--- src/rtl/multimode_johnson_counter.sv ---
// multimode_johnson_counter
// Shift-register sequence generator that runs either as a twisted-ring
// (Johnson) counter or as a one-hot ring, with runtime direction, enable
// and parallel load. Illegal core states are replaced by the seed of the
// current mode. The core value travels through a STAGES-deep register
// pipeline together with its valid, wrap and error flags so that all four
// outputs always describe the same core value.

module multimode_johnson_counter #(
  parameter int N      = 4,
  parameter int STAGES = 2
) (
  input  logic         clk,
  input  logic         reset,
  input  logic         en,
  input  logic         dir,
  input  logic         mode,
  input  logic         load,
  input  logic [N-1:0] load_val,
  output logic [N-1:0] q,
  output logic         q_valid,
  output logic         wrap,
  output logic         err
);

  localparam int CW = $clog2(N + 1);
  localparam logic [CW-1:0] CntOne = CW'(1);
  localparam logic [N-1:0] JohnsonSeed = '0;
  localparam logic [N-1:0] RingSeed = {{(N-1){1'b0}}, 1'b1};
  localparam int PW = N + 3;

  logic [N-1:0]  r_s;
  logic          r_modeQ;
  logic          r_wrapC;
  logic          r_errC;
  logic          r_sValid;
  logic [PW-1:0] r_pipe [STAGES];

  logic [N-1:0]  w_seedMode;
  logic [N-1:0]  w_seedModeQ;
  logic [N-1:0]  w_step;
  logic [CW-1:0] w_trans;
  logic [CW-1:0] w_ones;
  logic          w_legal;
  logic [N-1:0]  w_nextS;
  logic          w_nextModeQ;
  logic          w_nextWrap;
  logic          w_nextErr;

  // Seed values for the requested mode and for the mode the core is running in
  always_comb begin
    w_seedMode  = mode ? RingSeed : JohnsonSeed;
    w_seedModeQ = r_modeQ ? RingSeed : JohnsonSeed;
  end

  // Legality of the current core value: Johnson allows one boundary between
  // runs of equal bits, ring allows exactly one set bit
  always_comb begin
    w_trans = '0;
    w_ones  = '0;
    for (int i = 0; i < N - 1; i++) begin
      w_trans = w_trans + {{(CW-1){1'b0}}, r_s[i] ^ r_s[i+1]};
    end
    for (int i = 0; i < N; i++) begin
      w_ones = w_ones + {{(CW-1){1'b0}}, r_s[i]};
    end
    w_legal = r_modeQ ? (w_ones == CntOne) : (w_trans <= CntOne);
  end

  // One shift step in the running mode; Johnson feeds back the inverted end bit
  always_comb begin
    w_step = r_s;
    if (!r_modeQ) begin
      w_step = dir ? {r_s[N-2:0], ~r_s[N-1]} : {~r_s[0], r_s[N-1:1]};
    end else begin
      w_step = dir ? {r_s[N-2:0], r_s[N-1]} : {r_s[0], r_s[N-1:1]};
    end
  end

  // Core priority: load, then mode change, then correction, then step, else hold
  always_comb begin
    w_nextS     = r_s;
    w_nextModeQ = r_modeQ;
    w_nextWrap  = 1'b0;
    w_nextErr   = 1'b0;
    if (load) begin
      w_nextS     = load_val;
      w_nextModeQ = mode;
    end else if (mode != r_modeQ) begin
      w_nextS     = w_seedMode;
      w_nextModeQ = mode;
    end else if (en && !w_legal) begin
      w_nextS   = w_seedModeQ;
      w_nextErr = 1'b1;
    end else if (en) begin
      w_nextS    = w_step;
      w_nextWrap = (w_step == w_seedModeQ);
    end
  end

  // Core register; r_sValid marks that r_s holds a value registered after reset
  always_ff @(posedge clk) begin
    if (reset) begin
      r_s      <= '0;
      r_modeQ  <= 1'b0;
      r_wrapC  <= 1'b0;
      r_errC   <= 1'b0;
      r_sValid <= 1'b0;
    end else begin
      r_s      <= w_nextS;
      r_modeQ  <= w_nextModeQ;
      r_wrapC  <= w_nextWrap;
      r_errC   <= w_nextErr;
      r_sValid <= 1'b1;
    end
  end

  // Free-running output pipeline carrying value and flags together
  always_ff @(posedge clk) begin
    if (reset) begin
      for (int j = 0; j < STAGES; j++) begin
        r_pipe[j] <= '0;
      end
    end else begin
      r_pipe[0] <= {r_s, r_wrapC, r_errC, r_sValid};
      for (int j = 1; j < STAGES; j++) begin
        r_pipe[j] <= r_pipe[j-1];
      end
    end
  end

  assign q       = r_pipe[STAGES-1][PW-1:3];
  assign wrap    = r_pipe[STAGES-1][2];
  assign err     = r_pipe[STAGES-1][1];
  assign q_valid = r_pipe[STAGES-1][0];

endmodule

--- config.mk ---
export PLATFORM = sky130hd
export DESIGN_NAME = multimode_johnson_counter
export DESIGN_NICKNAME = d
export VERILOG_FILES = /design/src/rtl/multimode_johnson_counter.sv
export SDC_FILE = /design/constraint.sdc
export NUM_CORES = 1
export LEC_CHECK = 0
export BUFFER_PORTS_ARGS = -buffer_cell sky130_fd_sc_hd__buf_4
export CAP_MARGIN = 20
export CORE_MARGIN = 5
export CORE_UTILIZATION = 30
export CTS_CLUSTER_SIZE = 40
export DETAILED_ROUTE_END_ITERATION = 7
export PLACE_DENSITY = 0.59
export SLEW_MARGIN = 20
export SYNTH_ARGS = -nofsm -noshare
export SYNTH_HDL_FRONTEND = slang
export SYNTH_SLANG_ARGS = --single-unit
export TNS_END_PERCENT = 20
--- constraint.sdc ---
create_clock -name clk -period 3.55 [get_ports clk]
set_input_delay 0.71 -clock clk [delete_from_list [all_inputs] [get_ports clk]]
set_output_delay 0.71 -clock clk [all_outputs]
set_load 0.03 [all_outputs]
# After elaboration in Yosys (flattened, before gate mapping)
# Memory sizes are Yosys's and may differ from the RTL's.
# Cells that the tools add are included.
# classes
n_addsub	5
n_mux	18
magnitude_cmp	1
n_reduce_logical	6
bitwise	8
eq_ne	3
# ops
operator	count
4-bit two-way mux	7
7-bit two-way mux	2
1-bit two-way mux	9
2-bit by 1-bit adder with 3-bit output	2
5-bit OR reduction	1
1-bit by 1-bit adder with 2-bit output	2
4-bit by 1-bit == test with 1-bit output	1
4-bit nonzero test	1
3-bit by 1-bit adder with 3-bit output	1
3-bit by 1-bit == test with 1-bit output (second input constant)	1
3-bit by 1-bit <= comparator with 1-bit output (second input constant)	1
1-bit NOT	3
3-bit OR reduction	1
1-bit bitwise XOR	3
1-bit bitwise OR	2
2-bit nonzero test	1
1-bit logical AND	1
1-bit zero test	1
1-bit inequality test	1
# word_totals
in_bits	10
wordCells	47
out_inout_bits	7
ramBits	14
reg_bits	8
n_memories	1
# memory_table
name	depth	width	rd	rd_clocked_by_memory_dff	wr	line	rtl
r_pipe	2	7	2	0	2	37	logic [PW-1:0] r_pipe [STAGES];

# Depth between registers and ports, before layout
# depth
ltp_word	10
mapped_depth	11
mapped_depth_nobuf	10

# Worst setup path before layout
# OpenSTA, ideal clock, no wires.
# synth_timing
path_type	flip-flop to flip-flop
start	reg r_s[1]
end	reg r_wrapC
setup_time_ps	74
t_arrival_ps	2886
path_slack_ps	591
stages_incl_launch_ff	12
required_ps	3476
period_less_slack_ps	2959
path_cell_list	dfxtp_1 > clkbuf_1 > inv_1 > fa_1 > inv_1 > ha_1 > ha_1 > or3b_4 > a21oi_2 > a22oi_2 > or4b_1 > nor3_2
# synth_via
elab_chain_len	8
word_cells_on_any_way	17
cone_classes	5 x add/sub; 1 x order compare; 2 x eq/ne; 4 x mux; 2 x bitwise; 3 x reduce/logical
# synth_rtl
item	line	rtl
start, declared	32	logic [N-1:0] r_s;
start signal, assigned	110	r_s <= w_nextS;
1-bit by 1-bit adder with 2-bit output or 1-bit bitwise XOR (tied branches)	65, 62	
2-bit by 1-bit adder with 3-bit output or 1-bit by 1-bit adder with 2-bit output (tied branches)	65, 62	
3-bit by 1-bit adder with 3-bit output or 2-bit by 1-bit adder with 3-bit output (tied branches)	65, 62	
3-bit by 1-bit == test with 1-bit output or 3-bit by 1-bit <= comparator with 1-bit output (tied branches)	67	w_legal = r_modeQ ? (w_ones == CntOne) : (w_trans <= CntOne);
1-bit two-way mux	67	
1-bit zero test	92	end else if (en && !w_legal) begin
1-bit logical AND	92	
5-bit OR reduction (no line)	--	
end signal, assigned	112	r_wrapC <= w_nextWrap;
end, declared	34	logic r_wrapC;
# Several ways; a longest one is shown, not always the timed one.
# A chain may end at the register's enable or synchronous reset.

# Worst setup path in the final report
# layout_timing
start	reg r_s[0]
end	reg r_s[1]
# layout_via
elab_chain_len	10
word_cells_on_any_way	19
cone_classes	5 x add/sub; 1 x order compare; 1 x eq/ne; 8 x mux; 1 x bitwise; 3 x reduce/logical
# layout_rtl
item	line	rtl
1-bit by 1-bit adder with 2-bit output or 1-bit bitwise XOR (tied branches)	65, 62	
2-bit by 1-bit adder with 3-bit output or 1-bit by 1-bit adder with 2-bit output (tied branches)	65, 62	
3-bit by 1-bit adder with 3-bit output or 2-bit by 1-bit adder with 3-bit output (tied branches)	65, 62	
3-bit by 1-bit == test with 1-bit output or 3-bit by 1-bit <= comparator with 1-bit output (tied branches)	67	
1-bit two-way mux	67	
1-bit zero test	92	
1-bit logical AND	92	
4-bit two-way mux	92	
4-bit two-way mux	89	end else if (mode != r_modeQ) begin
4-bit two-way mux	86	if (load) begin
# Several ways; a longest one is shown, not always the timed one. The select of a mux whose other input is x is not followed.

==> results.md <==
Logic synthesis:
- The summed instance area of the synthesized netlist is 0.00101 mm².
- Summed over all instances, the cell type with the most area after synthesis is sky130_fd_sc_hd__dfxtp_1.
- The number of nets in the synthesized netlist is 122.
- In the post-synthesis netlist, the biggest area contributors are sky130_fd_sc_hd__dfxtp_1 (44%), sky130_fd_sc_hd__nor2b_1 (7.4%), sky130_fd_sc_hd__ha_1 (4.9%).
- A synthesized cell averages 9.46 µm².
- The synthesized instance count is 107.
- During synthesis, Yosys emitted a total of 0 warnings.
- Sequential cells were found to cover 43.5% of the synthesized design area.
- The register bit total from synthesis is 22.
- The number of different library cells used by synthesis comes to 37.
- The share of synthesized area in the top cell type comes to 43.5%.

Run:
- The number of max-cap violations is 0.

Timing:
- Setup violations remaining at the end of the flow were counted as 0.
- The count of final hold-check violations is 0.
- The maximum operating frequency is 0.321 GHz.
- Setup repair after global routing left no endpoint under its margin.
- Clock skew on the completed layout was measured at approximately 6 ps.
- The slew at the pin closest to its max-slew limit is 317 ps.
- The worst-case headroom to the max-slew limit is approximately four fifths.
- The number of pins exceeding their max-slew limit in the final report is 0.
- The least setup slack across all paths after layout is around 440 ps.
- The sum of negative setup slack is 0 ps.
- The final critical delay including setup and external delays is 3110 ps.
- The final critical path takes up 87.6% of the cycle.

Detailed routing:
- The first detailed-routing pass ran for 4 iterations.
- The vias after detailed routing is 732.
- The remaining antenna violation count after routing is 0.
- The first routing iteration left 33 violations.
- For this run, design rule violations remaining after detail routing come to 0.
- In the final routed layout, each cell accounts on average for approximately 11 µm.
- Using the TritonRoute via totals, the vias-per-cell ratio works out to 4.55.
- The overall routed net length is 1.73 mm.

Critical path:
- The launch point of the worst path is r_s[0]$_SDFFE_PP0P_.
- In this run the worst path has a maximum fanout of 7.
- The critical path in this run is classified as register to register.
- The category of the worst setup path launch point is a register.
- The capturing instance or port of the critical path is r_s[1]$_SDFFE_PP0P_.
- The data required time at the worst endpoint is 3780 ps.
- STA classifies the critical path endpoint as a register.
- The reg-to-reg setup timing slack is ~440 ps.
- The launch instance of the worst register-to-register path is r_s[0]$_SDFFE_PP0P_.
- For the worst setup path, the data arrival time is 3340 ps.
- The endpoint identified for the worst register-to-register timing path is r_s[1]$_SDFFE_PP0P_.
- Counting cells, the worst reg-to-reg path comes to 10.

Finish:
- The leading cell type in the layout, fill and taps excluded is sky130_fd_sc_hd__dfxtp_1.
- At the end of the flow, the number of nets in the layout was between 100 and 150.
- The antenna diode count is 0.
- The sequential cell area is 440 µm².
- The area taken by multi-input logic gates is 469 µm².
- The layout has 362 filler cells.
- In the final layout, the share of cells above drive strength 1 is 21.7%.
- The post-route non-filler standard cell count is about 160.
- Compared with the post-synthesis result, the final layout area differs by 15.6%.
- Leaving out fill and tap cells, the most frequent cells in the layout are sky130_fd_sc_hd__dfxtp_1 (22), sky130_fd_sc_hd__buf_4 (16), sky130_fd_sc_hd__nor2b_1 (12).

Clock tree:
- The CTS H-tree depth is 1.
- The buffer levels on the longest clock path is 2.
- The TritonCTS buffer count is 3.
- The setup fix buffers added after clock tree synthesis is 0.
- The clock drives 22 sinks.
- Hold repair after CTS inserted 0 buffers.
- After clock tree synthesis, the clock-pin slew on the worst setup and hold paths is 120 ps.
- The cell sitting at the root of the clock tree is a sky130_fd_sc_hd__clkbuf_4.
- The CTS tree is yes.
- Post-CTS repair changed the size of 0 cells.
- The clock insertion delay at the later pin of the skew report is about 310 ps.

Floorplan:
- 17 I/O pins were placed.
- The core region is 0.00331 mm².
- The floorplan has 21 rows.
- The floorplan step set the die width to 68.1 µm.
- For this configuration, the core starts out at a cell density of 30.6%.
- The die outline height is 68.1 µm.
- The die covers 0.00464 mm².

Placed design:
- The final RePlAce weighted congestion is approximately 0.9.
- The count of buffers added on input and output ports is 16.
- The total placed cells including tap cells is 157.
- The wire-length estimate of the detail-placed layout is between 1 and 1.5 mm.
- The setup slack after placement is 480 ps.

Global routing:
- The via count of the first global-routing pass was 718.
- The first global-routing pass estimated about 3.1 mm of wire.
- Global routing used 9.00% of the available tracks across all layers.
- The initial antenna violation count was 0.
- Global routing finished with a remaining overflow of 0.
- Entering global routing, the biggest net connects 23 pins.

Power:
- Dividing total power by cell area gives a power density of 465 mW/mm².
- The total power after layout is 0.000544 W.
- Across the VDD grid, the largest voltage drop is 0.215 mV.
- Summed over all cells, the static leakage comes to approximately 0.50 nW.

Run status:
- The run finished with clean final reports.

Hold path:
- The kind of path behind the tightest hold check is register to register.
[power by group]
group          internal, W  switching, W  leakage (nW)
clock             0.000114     0.0000751        0.0279
combinational    0.0000413     0.0000453         0.294
sequential        0.000258     0.0000108         0.180
[synth_stat cells, drive strengths merged]
| cell | count |
|---|---|
| or3 | 3 |
| a21oi | 2 |
| a31oi | 2 |
| inv | 8 |
| nand2b | 1 |
| a22oi | 1 |
| or3b | 1 |
| fa | 1 |
| or4 | 1 |
| a211o | 1 |
| nor4 | 2 |
| ha | 4 |
| a211oi | 3 |
| or4b | 1 |
| nor3 | 2 |
| nor2 | 6 |
| o21ai | 3 |
| mux2i | 2 |
| o221ai | 1 |
| nand3 | 1 |
| a311oi | 2 |
| nor2b | 12 |
| buf | 8 |
| o22ai | 1 |
| o211ai | 2 |
| dfxtp | 22 |
| clkbuf | 4 |
| xor2 | 4 |
| nor3b | 1 |
| nand2 | 5 |
[per-layer routing]
layer	GRT usage (%)	routed length, µm
met5	0	0
met4	3.72	21
met3	3.28	117
met2	14.6	791
met1	10.7	803
[flip-flops by register name, summed over array words and instances, names as in the netlist]
| register | cells |
|---|---|
| r_errC | 1 |
| r_s | 4 |
| r_modeQ | 1 |
| r_wrapC | 1 |
| r_pipe | 14 |
| r_sValid | 1 |
[kinds of logic (layout without fill, tap and decap cells)]
logic type / Yosys count / in the layout / synth area share (%)
compound gates: 18 / 18 / 13.1
mux: 2 / 2 / 1.98
simple gates: 36 / 36 / 20.9
buf+inv: 20 / 28 / 10.1
xor+xnor: 4 / 4 / 3.46
flops: 22 / 22 / 43.5
fa+ha+maj: 5 / 5 / 6.92
[final cells by class]
cell class	count	share of cell area, %
multi-input combinational	65	40.1
sequential	22	37.6
timing repair buffer	16	10.3
tap	46	4.92
clock inverter	1	2.57
inverter	8	2.57
clock buffer	3	1.93
[worst min path at each step]
stage | from | to | slack (ps) | depth (start not counted)
floorplan | r_sValid$_DFF_P_ | r_pipe[0][0]$_SDFF_PP0_ | 410 | 1
global placement | r_pipe[0][1]$_SDFF_PP0_ | r_pipe[0][8]$_SDFF_PP0_ | 420 | 1
detailed placement | r_pipe[0][6]$_SDFF_PP0_ | r_pipe[0][13]$_SDFF_PP0_ | 420 | 1
CTS | r_errC$_SDFF_PP0_ | r_pipe[0][1]$_SDFF_PP0_ | 450 | 1
global route | r_sValid$_DFF_P_ | r_pipe[0][0]$_SDFF_PP0_ | 470 | 1
finish | r_pipe[0][1]$_SDFF_PP0_ | r_pipe[0][8]$_SDFF_PP0_ | 450 | 1
[per-stage QoR]
| step | hold slack, ps | area [µm²] | util [%] |
|---|---|---|---|
| global placement | 419 | 1120 | 33.7 |
| global route | 469 | 1170 | 35.3 |
| CTS | 453 | 1170 | 35.3 |
| finish | 447 | 1170 | 35.3 |
| floorplan | 414 | 1010 | - |
| detailed placement | 420 | 1120 | 33.7 |
[critical path, stage by stage, from the launching register on]
cell,delay [ps]
sky130_fd_sc_hd__dfxtp_1,490
sky130_fd_sc_hd__inv_1,150
sky130_fd_sc_hd__fa_1,540
sky130_fd_sc_hd__inv_1,40
sky130_fd_sc_hd__ha_1,170
sky130_fd_sc_hd__ha_1,270
sky130_fd_sc_hd__or3b_4,400
sky130_fd_sc_hd__a21oi_2,190
sky130_fd_sc_hd__a22oi_2,120
sky130_fd_sc_hd__or3_1,380
sky130_fd_sc_hd__a311oi_1,270
(Power assumes the default switching activity.)
